===== src/rtl/fcart_reg_pkg.sv =====
// Shared register-channel definitions for the SPI bridge and the mapper mux.
package fcart_reg_pkg;
    localparam logic [3:0] REG_MAPPER = 4'd0;
    localparam logic [3:0] REG_LOADER = 4'd1;
    localparam int         CMD_RW_BIT = 7;
    localparam logic [7:0] CRC8_POLY  = 8'h07;

    typedef enum logic [2:0] {IDLE, CMD, DATA, CRC, DONE} spi_state_t;

    // One MSB-first CRC-8 step for a single serial bit.
    function automatic logic [7:0] crc8_step(input logic [7:0] crc, input logic b);
        return {crc[6:0], 1'b0} ^ ((crc[7] ^ b) ? CRC8_POLY : 8'h00);
    endfunction
endpackage


===== src/rtl/spi_sync_edge.sv =====
// Synchronizer chain for one SPI pin with rise/fall pulses taken from its last two stages.
module spi_sync_edge #(
    parameter int STAGES  = 3,
    parameter bit RST_VAL = 1'b0
) (
    input  logic clk,
    input  logic cpu_reset,
    input  logic d_i,
    output logic rise_o,
    output logic fall_o
);
    logic [STAGES-1:0] sync_q;

    always_ff @(posedge clk or posedge cpu_reset) begin
        if (cpu_reset) sync_q <= {STAGES{RST_VAL}};
        else           sync_q <= {sync_q[STAGES-2:0], d_i};
    end

    // sync_q[STAGES-2] is the newer sample, sync_q[STAGES-1] the older one.
    assign rise_o =  sync_q[STAGES-2] & ~sync_q[STAGES-1];
    assign fall_o = ~sync_q[STAGES-2] &  sync_q[STAGES-1];
endmodule


===== src/rtl/spi_reg_bridge.sv =====
// SPI mode-0 slave feeding the register-write channel, fully oversampled in clk.
// Define SPI_REG_CRC_EN to add a trailing CRC-8 byte to every frame.
module spi_reg_bridge
    import fcart_reg_pkg::*;
#(
    parameter int ADDR_W      = 4,
    parameter int DATA_W      = 32,
    parameter int SYNC_STAGES = 3
) (
    input  logic              clk,
    input  logic              cpu_reset,
    input  logic              spi_sck,
    input  logic              spi_cs_n,
    input  logic              spi_mosi,
    output logic              spi_miso,
    output logic              spi_miso_oe,
    input  logic [DATA_W-1:0] rd_data,
    output logic [DATA_W-1:0] wr_reg,
    output logic [ADDR_W-1:0] wr_reg_addr,
    output logic              wr_reg_changed,
    output logic              frame_err
);
    localparam int               CNT_W    = $clog2(DATA_W);
    localparam logic [CNT_W-1:0] LAST_BIT = CNT_W'(DATA_W - 1);
    localparam logic [CNT_W-1:0] BYTE_END = CNT_W'(7);

    logic sck_rise, sck_fall, cs_rise, cs_fall;
    logic [SYNC_STAGES-1:0] mosi_q;
    logic mosi_s;

    spi_sync_edge #(.STAGES(SYNC_STAGES), .RST_VAL(1'b0)) u_sck (
        .clk(clk), .cpu_reset(cpu_reset), .d_i(spi_sck), .rise_o(sck_rise), .fall_o(sck_fall));
    spi_sync_edge #(.STAGES(SYNC_STAGES), .RST_VAL(1'b1)) u_cs (
        .clk(clk), .cpu_reset(cpu_reset), .d_i(spi_cs_n), .rise_o(cs_rise), .fall_o(cs_fall));

    // MOSI lags sck by one stage; it is stable for >=4 clk around each rise.
    always_ff @(posedge clk or posedge cpu_reset) begin
        if (cpu_reset) mosi_q <= '0;
        else           mosi_q <= {mosi_q[SYNC_STAGES-2:0], spi_mosi};
    end
    assign mosi_s = mosi_q[SYNC_STAGES-1];

    spi_state_t        state_q;
    logic [CNT_W-1:0]  bit_cnt_q;
    logic [6:0]        cmd_q;
    logic              rw_q;
    logic [ADDR_W-1:0] addr_q;
    logic [DATA_W-1:0] shift_q;
    logic [DATA_W-1:0] wr_reg_q;
    logic [ADDR_W-1:0] wr_addr_q;
    logic              chg_q, miso_q, oe_q, ferr_q;
`ifdef SPI_REG_CRC_EN
    logic [7:0]        crc_q;
    logic [6:0]        crc_rx_q;
`endif

    always_ff @(posedge clk or posedge cpu_reset) begin
        if (cpu_reset) begin
            state_q   <= IDLE;
            bit_cnt_q <= '0;
            cmd_q     <= '0;
            rw_q      <= 1'b0;
            addr_q    <= '0;
            shift_q   <= '0;
            wr_reg_q  <= '0;
            wr_addr_q <= '0;
            chg_q     <= 1'b0;
            miso_q    <= 1'b0;
            oe_q      <= 1'b0;
            ferr_q    <= 1'b0;
`ifdef SPI_REG_CRC_EN
            crc_q     <= '0;
            crc_rx_q  <= '0;
`endif
        end else begin
            ferr_q <= 1'b0;
            if (cs_fall) begin
                // Also the restart path for a chip-select glitch mid-frame.
                state_q   <= CMD;
                bit_cnt_q <= '0;
                miso_q    <= 1'b0;
                oe_q      <= 1'b1;
`ifdef SPI_REG_CRC_EN
                crc_q     <= '0;
`endif
            end else if (cs_rise) begin
                if (state_q == CMD || state_q == DATA || state_q == CRC) ferr_q <= 1'b1;
                state_q <= IDLE;
                miso_q  <= 1'b0;
                oe_q    <= 1'b0;
            end else begin
                case (state_q)
                    CMD: if (sck_rise) begin
                        cmd_q     <= {cmd_q[5:0], mosi_s};
                        bit_cnt_q <= bit_cnt_q + CNT_W'(1);
`ifdef SPI_REG_CRC_EN
                        crc_q     <= crc8_step(crc_q, mosi_s);
`endif
                        if (bit_cnt_q == BYTE_END) begin
                            bit_cnt_q <= '0;
                            state_q   <= DATA;
                            rw_q      <= cmd_q[CMD_RW_BIT-1];
                            addr_q    <= {cmd_q[ADDR_W-2:0], mosi_s};
                            if (cmd_q[CMD_RW_BIT-1]) shift_q <= rd_data;
                        end
                    end
                    DATA: if (sck_rise) begin
                        bit_cnt_q <= bit_cnt_q + CNT_W'(1);
                        if (!rw_q) begin
                            shift_q <= {shift_q[DATA_W-2:0], mosi_s};
`ifdef SPI_REG_CRC_EN
                            crc_q   <= crc8_step(crc_q, mosi_s);
`endif
                        end
                        if (bit_cnt_q == LAST_BIT) begin
                            bit_cnt_q <= '0;
`ifdef SPI_REG_CRC_EN
                            state_q   <= CRC;
`else
                            state_q   <= DONE;
                            if (!rw_q) begin
                                wr_reg_q  <= {shift_q[DATA_W-2:0], mosi_s};
                                wr_addr_q <= addr_q;
                                chg_q     <= ~chg_q;
                            end
`endif
                        end
                    end else if (sck_fall && rw_q) begin
                        miso_q  <= shift_q[DATA_W-1];
                        shift_q <= {shift_q[DATA_W-2:0], 1'b0};
`ifdef SPI_REG_CRC_EN
                        crc_q   <= crc8_step(crc_q, shift_q[DATA_W-1]);
`endif
                    end
`ifdef SPI_REG_CRC_EN
                    // Writes compare the received byte; reads shift crc_q out on MISO.
                    CRC: if (sck_rise) begin
                        bit_cnt_q <= bit_cnt_q + CNT_W'(1);
                        crc_rx_q  <= {crc_rx_q[5:0], mosi_s};
                        if (bit_cnt_q == BYTE_END) begin
                            bit_cnt_q <= '0;
                            state_q   <= DONE;
                            if (!rw_q) begin
                                if ({crc_rx_q, mosi_s} == crc_q) begin
                                    wr_reg_q  <= shift_q;
                                    wr_addr_q <= addr_q;
                                    chg_q     <= ~chg_q;
                                end else begin
                                    ferr_q <= 1'b1;
                                end
                            end
                        end
                    end else if (sck_fall && rw_q) begin
                        miso_q <= crc_q[7];
                        crc_q  <= {crc_q[6:0], 1'b0};
                    end
`endif
                    DONE: if (sck_fall) miso_q <= 1'b0;
                    default: ;
                endcase
            end
        end
    end

    assign spi_miso       = miso_q;
    assign spi_miso_oe    = oe_q;
    assign wr_reg         = wr_reg_q;
    assign wr_reg_addr    = wr_addr_q;
    assign wr_reg_changed = chg_q;
    assign frame_err      = ferr_q;
endmodule

===== config.mk =====
export PLATFORM = sky130hd
export DESIGN_NAME = spi_reg_bridge
export DESIGN_NICKNAME = d
export VERILOG_FILES = /design/src/rtl/fcart_reg_pkg.sv /design/src/rtl/spi_sync_edge.sv /design/src/rtl/spi_reg_bridge.sv
export SDC_FILE = /design/constraint.sdc
export NUM_CORES = 1
export LEC_CHECK = 0
export ABC_AREA = 1
export BUFFER_PORTS_ARGS = -buffer_cell sky130_fd_sc_hd__clkbuf_2
export CAP_MARGIN = 20
export CORE_ASPECT_RATIO = 0.9
export CORE_UTILIZATION = 40
export CTS_CLUSTER_SIZE = 14
export DETAILED_ROUTE_END_ITERATION = 10
export HOLD_SLACK_MARGIN = 0.05
export PLACE_DENSITY = 0.61
export SLEW_MARGIN = 20
export SYNTH_ARGS = -nofsm -noshare
export SYNTH_HDL_FRONTEND = slang
export SYNTH_SLANG_ARGS = --single-unit

===== constraint.sdc =====
create_clock -name clk -period 3.88 [get_ports clk]
set_input_delay 0.388 -clock clk [delete_from_list [all_inputs] [get_ports clk]]
set_output_delay 0.388 -clock clk [all_outputs]
set_load 0.03 [all_outputs]

### Word-level counts from Yosys, hierarchy flattened

Index checks and enable logic that the tools add are counted.

* register bits after elaboration: 101
* bits of input ports: 37
* word-level logic and storage cells: 96

* add/sub/neg operators: 1
* eq/ne operators: 21
* mux-type cells: 32
* bitwise operators: 12
* reductions and logical operators: 15

Operators by type and width (count)
* $mux W32: 6
* $pmux W32 S2: 1
* $mux W5: 6
* $mux W3: 6
* $ne A4 B4 Y1 const B: 4
* $ne A4 B3 Y1 const B: 3
* $reduce_and A4 Y1: 3
* $mux W1: 10
* $pmux W5 S2: 1
* $reduce_and A5 Y1: 2
* $ne A3 B3 Y1 const B: 3
* $not A1 Y1: 8
* $reduce_and A8 Y1: 1
* $reduce_bool A4 Y1: 2
* $eq A3 B2 Y1 const B: 2
* $pmux W3 S2: 1
* $reduce_and A6 Y1: 1
* $add A5 B1 Y5 const B: 1
* $eq A5 B3 Y1 const B: 1
* $eq A5 B5 Y1 const B: 1
* $and A1 B1 Y1: 4
* $ne A2 B1 Y1 const B: 2
* $ne A2 B2 Y1 const B: 2
* $reduce_bool A2 Y1: 2
* other kinds (7): 8

### Longest topological paths before layout

* word-level depth: 8
* depth in mapped cells: 11
* gate-level depth less buffers: 11

### Modules after synthesis

From an unflattened synthesis, not the netlist that was laid out.

* cell total of the unflattened synthesis: 543
* area, all modules: 4559.4 sq um

By module, submodules not included
* spi_reg_bridge: instances 1, cells an instance 527, area an instance 4367.9 sq um, sequential area each 2377.3 sq um
* spi_sync_edge at u_cs: instances 1, cells an instance 8, area an instance 97.6 sq um, sequential area each 78.8 sq um
* spi_sync_edge at u_sck: instances 1, cells an instance 8, area an instance 93.8 sq um, sequential area each 75.1 sq um

### Worst setup path before layout

OpenSTA, ideal clock, no wires.

* kind: register to register
* from: reg u_cs.sync_q[1]
* to: reg wr_reg_q[26], in the netlist wr_reg[26]
* library setup time: 0.121 ns
* arrival time: 1.648 ns
* data required time: 3.759 ns
* path slack: 2.111 ns
* stages on the path, launching flop included: 10
* buffers on the path: 1
* period minus slack after synthesis: 1.769 ns
* path through: dfstp_2 inv_1 ha_1 nor2_2 inv_1 nor3_2 nand3_2 buf_2 nand2_1 o21ai_1

* longest elaborated chain between the ends: 4

Ends and longest elaborated chain
* start, declared: line spi_sync_edge.sv:12 `logic [STAGES-1:0] sync_q;`
* start signal, assigned: line spi_sync_edge.sv:15 `if (cpu_reset) sync_q <= {STAGES{RST_VAL}};`
* start signal, assigned: line spi_sync_edge.sv:16 `else sync_q <= {sync_q[STAGES-2:0], d_i};`
* $not A1 Y1: line spi_sync_edge.sv:21 `assign fall_o = ~sync_q[STAGES-2] & sync_q[STAGES-1];`
* $and A1 B1 Y1: line spi_sync_edge.sv:21
* named net cs_fall: line spi_reg_bridge.sv:27 `logic sck_rise, sck_fall, cs_rise, cs_fall;`
* $not A1 Y1 (no line)
* $reduce_and A6 Y1 (no line)
* end signal, assigned: line spi_reg_bridge.sv:122 `wr_reg_q <= {shift_q[DATA_W-2:0], mosi_s};`
* end, declared: line spi_reg_bridge.sv:49 `logic [DATA_W-1:0] wr_reg_q;`

The timed path passes the listed nets, and every way through them passes these cells.
A chain may end at the register's enable or synchronous reset.

### Final worst setup path

* from: reg state_q[2]
* to: reg shift_q[11]

* longest elaborated chain between the ends: 3

Ends and longest elaborated chain
* start, declared: line spi_reg_bridge.sv:43 `spi_state_t state_q;`
* start signal, assigned: line spi_reg_bridge.sv:59 `state_q <= IDLE;`
* start signal, assigned: line spi_reg_bridge.sv:79 `state_q <= CMD;`
* start signal, assigned: line spi_reg_bridge.sv:88 `state_q <= IDLE;`
* $eq A3 B2 Y1 or $eq A3 B1 Y1 (tied branches): line spi_reg_bridge.sv:92 `case (state_q)`
* $ne A3 B3 Y1 (no line) (tied with other cells)
* $reduce_and A8 Y1 (no line)
* end signal, assigned: line spi_reg_bridge.sv:104 `if (cmd_q[CMD_RW_BIT-1]) shift_q <= rd_data;`
* end signal, assigned: line spi_reg_bridge.sv:110 `shift_q <= {shift_q[DATA_W-2:0], mosi_s};`
* end signal, assigned: line spi_reg_bridge.sv:130 `shift_q <= {shift_q[DATA_W-2:0], 1'b0};`
* end, declared: line spi_reg_bridge.sv:48 `logic [DATA_W-1:0] shift_q;`

Parallel ways exist; a longest one is shown, timed or not.

==> results.rst <==
.. list-table::
   :header-rows: 1

   * - Metric
     - Value
   * - Number of DRC violations after detailed-routing iteration 0
     - 329
   * - Sequential cell area fraction in the yosys report
     - 55.3%
   * - Classification of the worst setup path
     - flip-flop to flip-flop
   * - Combinational fraction of design power
     - 26.9%
   * - Worst-margin pin slew
     - 0.846 ns
   * - # rows
     - 36
   * - RSZ-0062 raised after global routing
     - no
   * - Latest clock arrival within the worst-skew pair
     - 0.35 ns
   * - Post-route setup TNS
     - 0 ns
   * - Number of cells on the worst reg-to-reg path
     - 6
   * - Synthesis-to-layout area growth
     - 17.9%
   * - Root Buffer
     - sky130_fd_sc_hd__clkbuf_16
   * - Logic depth of the worst setup path including buffers
     - 6
   * - Worst setup slack after layout
     - 1.34 ns
   * - Height of the chip
     - 103 um
   * - Detailed-routing iteration count for the pre-antenna-repair pass
     - 5
   * - Hold slack
     - 0.0685 ns
   * - Dominant synthesized flop cell
     - sky130_fd_sc_hd__dfrtp_1
   * - Most common cell after layout, fill and taps aside
     - sky130_fd_sc_hd__nand2_1
   * - Worst-case headroom to the max-slew limit
     - 43.5%
   * - Clock transition time at the flip-flop clock pins of the worst setup and hold paths
     - 0.07 ns
   * - First-pass GRT wire length
     - 16.9 mm
   * - Internal cell power
     - 2.26 mW
   * - FFs w/ async S/R, synth
     - 100%
   * - Distinct cells, synth
     - 27
   * - Reg-to-Reg End
     - shift_q[11]$_DFFE_PP0P_
   * - Placed instance count
     - 757
   * - Fin crit share
     - 65.3%
   * - Number of synthesized flops with an enable pin
     - 0
   * - Number of cells upsized or downsized after cts
     - 0
   * - Vias per std cell
     - 4.79
   * - Worst reg2reg setup slack
     - 1.34 ns
   * - Critical register-to-register path startpoint
     - state_q[2]$_DFFE_PP0P_
   * - # hold bufs at CTS
     - 0
   * - Remaining global-route overflow
     - 0
   * - Clock skew
     - 0.00729 ns
   * - Final core utilization
     - 49.1%
   * - Max IR drop VDD
     - 0.323 mV
   * - Minimum clock period
     - 2.54 ns
   * - Via count of the first global-routing pass
     - 3658
   * - Count of max-cap constraint violations
     - 0
   * - Switching power
     - 1.18 mW
   * - Routed wire length
     - 9.92 mm
   * - Non-filler cells in the finished layout
     - 773
   * - Most used cells in the layout excluding fill and tap cells
     - sky130_fd_sc_hd__nand2_1, sky130_fd_sc_hd__dfrtp_1, sky130_fd_sc_hd__clkbuf_2
   * - Average cell area after synthesis
     - 8.34 um2
   * - Final-report hold violation count
     - 0
   * - Port Buffer Count
     - 76
   * - Combined buffer and inverter count along the critical path
     - 1
   * - Arr. time, crit path
     - 2.76 ns
   * - Static power due to leakage
     - 2.85 nW
   * - Net count after synthesis
     - 590
   * - Worst Path Max Fanout
     - 72
   * - HPWL after DPL
     - 6.55 mm
   * - Placement-stage cell area
     - 5020 um2
   * - Flip-flop and latch count after synthesis
     - 101
   * - Yosys warns
     - 0
   * - Sink Count
     - 101
   * - Final Power
     - 3.44 mW
   * - Worst hold path class
     - primary input to asynchronous set/reset pin
   * - Total DRC errors in the routed layout
     - 0
   * - Relative contribution of the clock network to total power
     - 32.3%
   * - CTS H-tree lvls
     - 3
   * - Maximum cell stage delay along the critical path
     - 0.59 ns
   * - Final routed wire length divided by cell count
     - 12.8 um
   * - Post-Synthesis Cell Area
     - 4580 um2
   * - Setup repair bufs after CTS
     - 0
   * - Clock tree from TritonCTS
     - yes
   * - Worst setup path startpoint
     - state_q[2]$_DFFE_PP0P_
   * - Pwr Density
     - 637 nW/um2
   * - Core outline area
     - 11000 um2
   * - Antenna violations before repair
     - 0
   * - Number of nets in the layout
     - 657
   * - Kind of cell with the highest combined delay on the critical path
     - simple AND/OR/NAND/NOR gates
   * - Width of the die
     - 115 um
   * - Capturing instance or port of the critical path
     - shift_q[11]$_DFFE_PP0P_
   * - Overall fraction of global-route tracks in use
     - 18.4%
   * - TritonCTS buffer count
     - 9
   * - Share of final-layout standard cells stronger than drive strength 1
     - 18.7%
   * - Total I/O pin count
     - 77
   * - Number of routed nets with antenna violations
     - 0
   * - Final RePlAce weighted congestion
     - 0.896
   * - Max Root-Sink Buffers
     - 2
   * - Highest attainable clock frequency
     - 0.394 GHz
   * - Final setup violation count
     - 0
   * - Switching share of total power
     - 34.4%
   * - ANT cells
     - 0
   * - Maximum number of pins on one net before global-route repair
     - 73
   * - Post-Syn Instances
     - 549
   * - Via count
     - 3699
   * - Cell area after layout
     - 5400 um2
   * - Most common cell on crit path
     - sky130_fd_sc_hd__nand2_1
   * - Worst endpoint required time
     - 4.11 ns
   * - Run status
     - completed
   * - Crit path max-delay cell type
     - sky130_fd_sc_hd__nand3_2
   * - Starting density of the core
     - 41.6%
   * - Cell breakdown of the critical path
     - inv_2 > nand3_4 > o21ai_1 > nand3_2 > nand2_1 > nand2_1
   * - Number of slew-limit violations in the final report
     - 0
   * - Floorplan die area
     - 11900 um2
   * - Sequential power share
     - 40.8%
   * - Kind of capture point of the worst setup path
     - flip-flop
   * - Category of the worst setup path launch point
     - flip-flop
   * - Post-Place Worst Slack
     - 1.31 ns
==> worst register-to-register path, cell delays in order, from the launching register on <==
cell	delay [ns]
sky130_fd_sc_hd__dfrtp_1	0.48
sky130_fd_sc_hd__inv_2	0.14
sky130_fd_sc_hd__nand3_4	0.54
sky130_fd_sc_hd__o21ai_1	0.34
sky130_fd_sc_hd__nand3_2	0.59
sky130_fd_sc_hd__nand2_1	0.25
sky130_fd_sc_hd__nand2_1	0.08
==> power groups by stage <==
stage               logic [mW]  clock network (mW)  registers (mW)
floorplan                0.766                   0            1.40
global placement         0.912                   0            1.42
detailed placement       0.925                   0            1.42
CTS                      0.937                1.13            1.40
global route              1.09                1.18            1.43
finish                   0.926                1.11            1.40
==> synth_stat cells (4+ instances only) <==
cell type | number | area [um2]
sky130_fd_sc_hd__o21ai_0 | 46 | 230
sky130_fd_sc_hd__ha_1 | 4 | 50.1
sky130_fd_sc_hd__inv_1 | 57 | 214
sky130_fd_sc_hd__o21ai_1 | 38 | 190
sky130_fd_sc_hd__dfrtp_1 | 98 | 2450
sky130_fd_sc_hd__buf_4 | 5 | 37.5
sky130_fd_sc_hd__nand3_1 | 46 | 230
sky130_fd_sc_hd__nand2_1 | 191 | 717
sky130_fd_sc_hd__buf_6 | 4 | 45.0
sky130_fd_sc_hd__buf_2 | 12 | 60.1
sky130_fd_sc_hd__nor2_1 | 17 | 63.8
==> worst min path at each step <==
stage / endpoint / depth (start not counted)
floorplan: mosi_q[1]$_DFF_PP0_ / 0
global placement: u_sck.sync_q[1]$_DFF_PP0_ / 0
detailed placement: u_sck.sync_q[1]$_DFF_PP0_ / 0
CTS: wr_reg_changed$_DFFE_PP0P_ / 2
global route: u_cs.sync_q[0]$_DFF_PP1_ / 1
finish: wr_reg[24]$_DFFE_PP0P_ / 2
==> cell families after synthesis <==
| kind of cell | Yosys count | share of synthesized area, % |
|---|---|---|
| xor gates and xnor gates | 1 | 0.191 |
| and+or+nand+nor | 272 | 25.6 |
| DFF | 101 | 55.3 |
| AOI/OAI and AO/OA | 87 | 9.51 |
| adders and majority gates | 4 | 1.09 |
| buffers and inverters | 84 | 8.31 |
==> layout make-up <==
| type | count | area, um2 |
|---|---|---|
| Fill cell | 1123 | 5590 |
| Sequential cell | 101 | 2530 |
| Multi-Input combinational cell | 364 | 1670 |
| Timing Repair Buffer | 80 | 410 |
| Clock buffer | 10 | 239 |
| Inverter | 60 | 228 |
| Tap cell | 152 | 190 |
| Clock inverter | 6 | 134 |
==> metal layers <==
metal,vias up,wire [um],global-route usage (%),part of all wire [%]
li1,1869,-,-,-
met1,1741,4620,23.7,47
met2,83,4660,31.0,47
met3,6,567,5.07,5.7
met4,0,74,4.80,0.75
met5,-,0,0,0
Power figures use the tool's default switching activity.
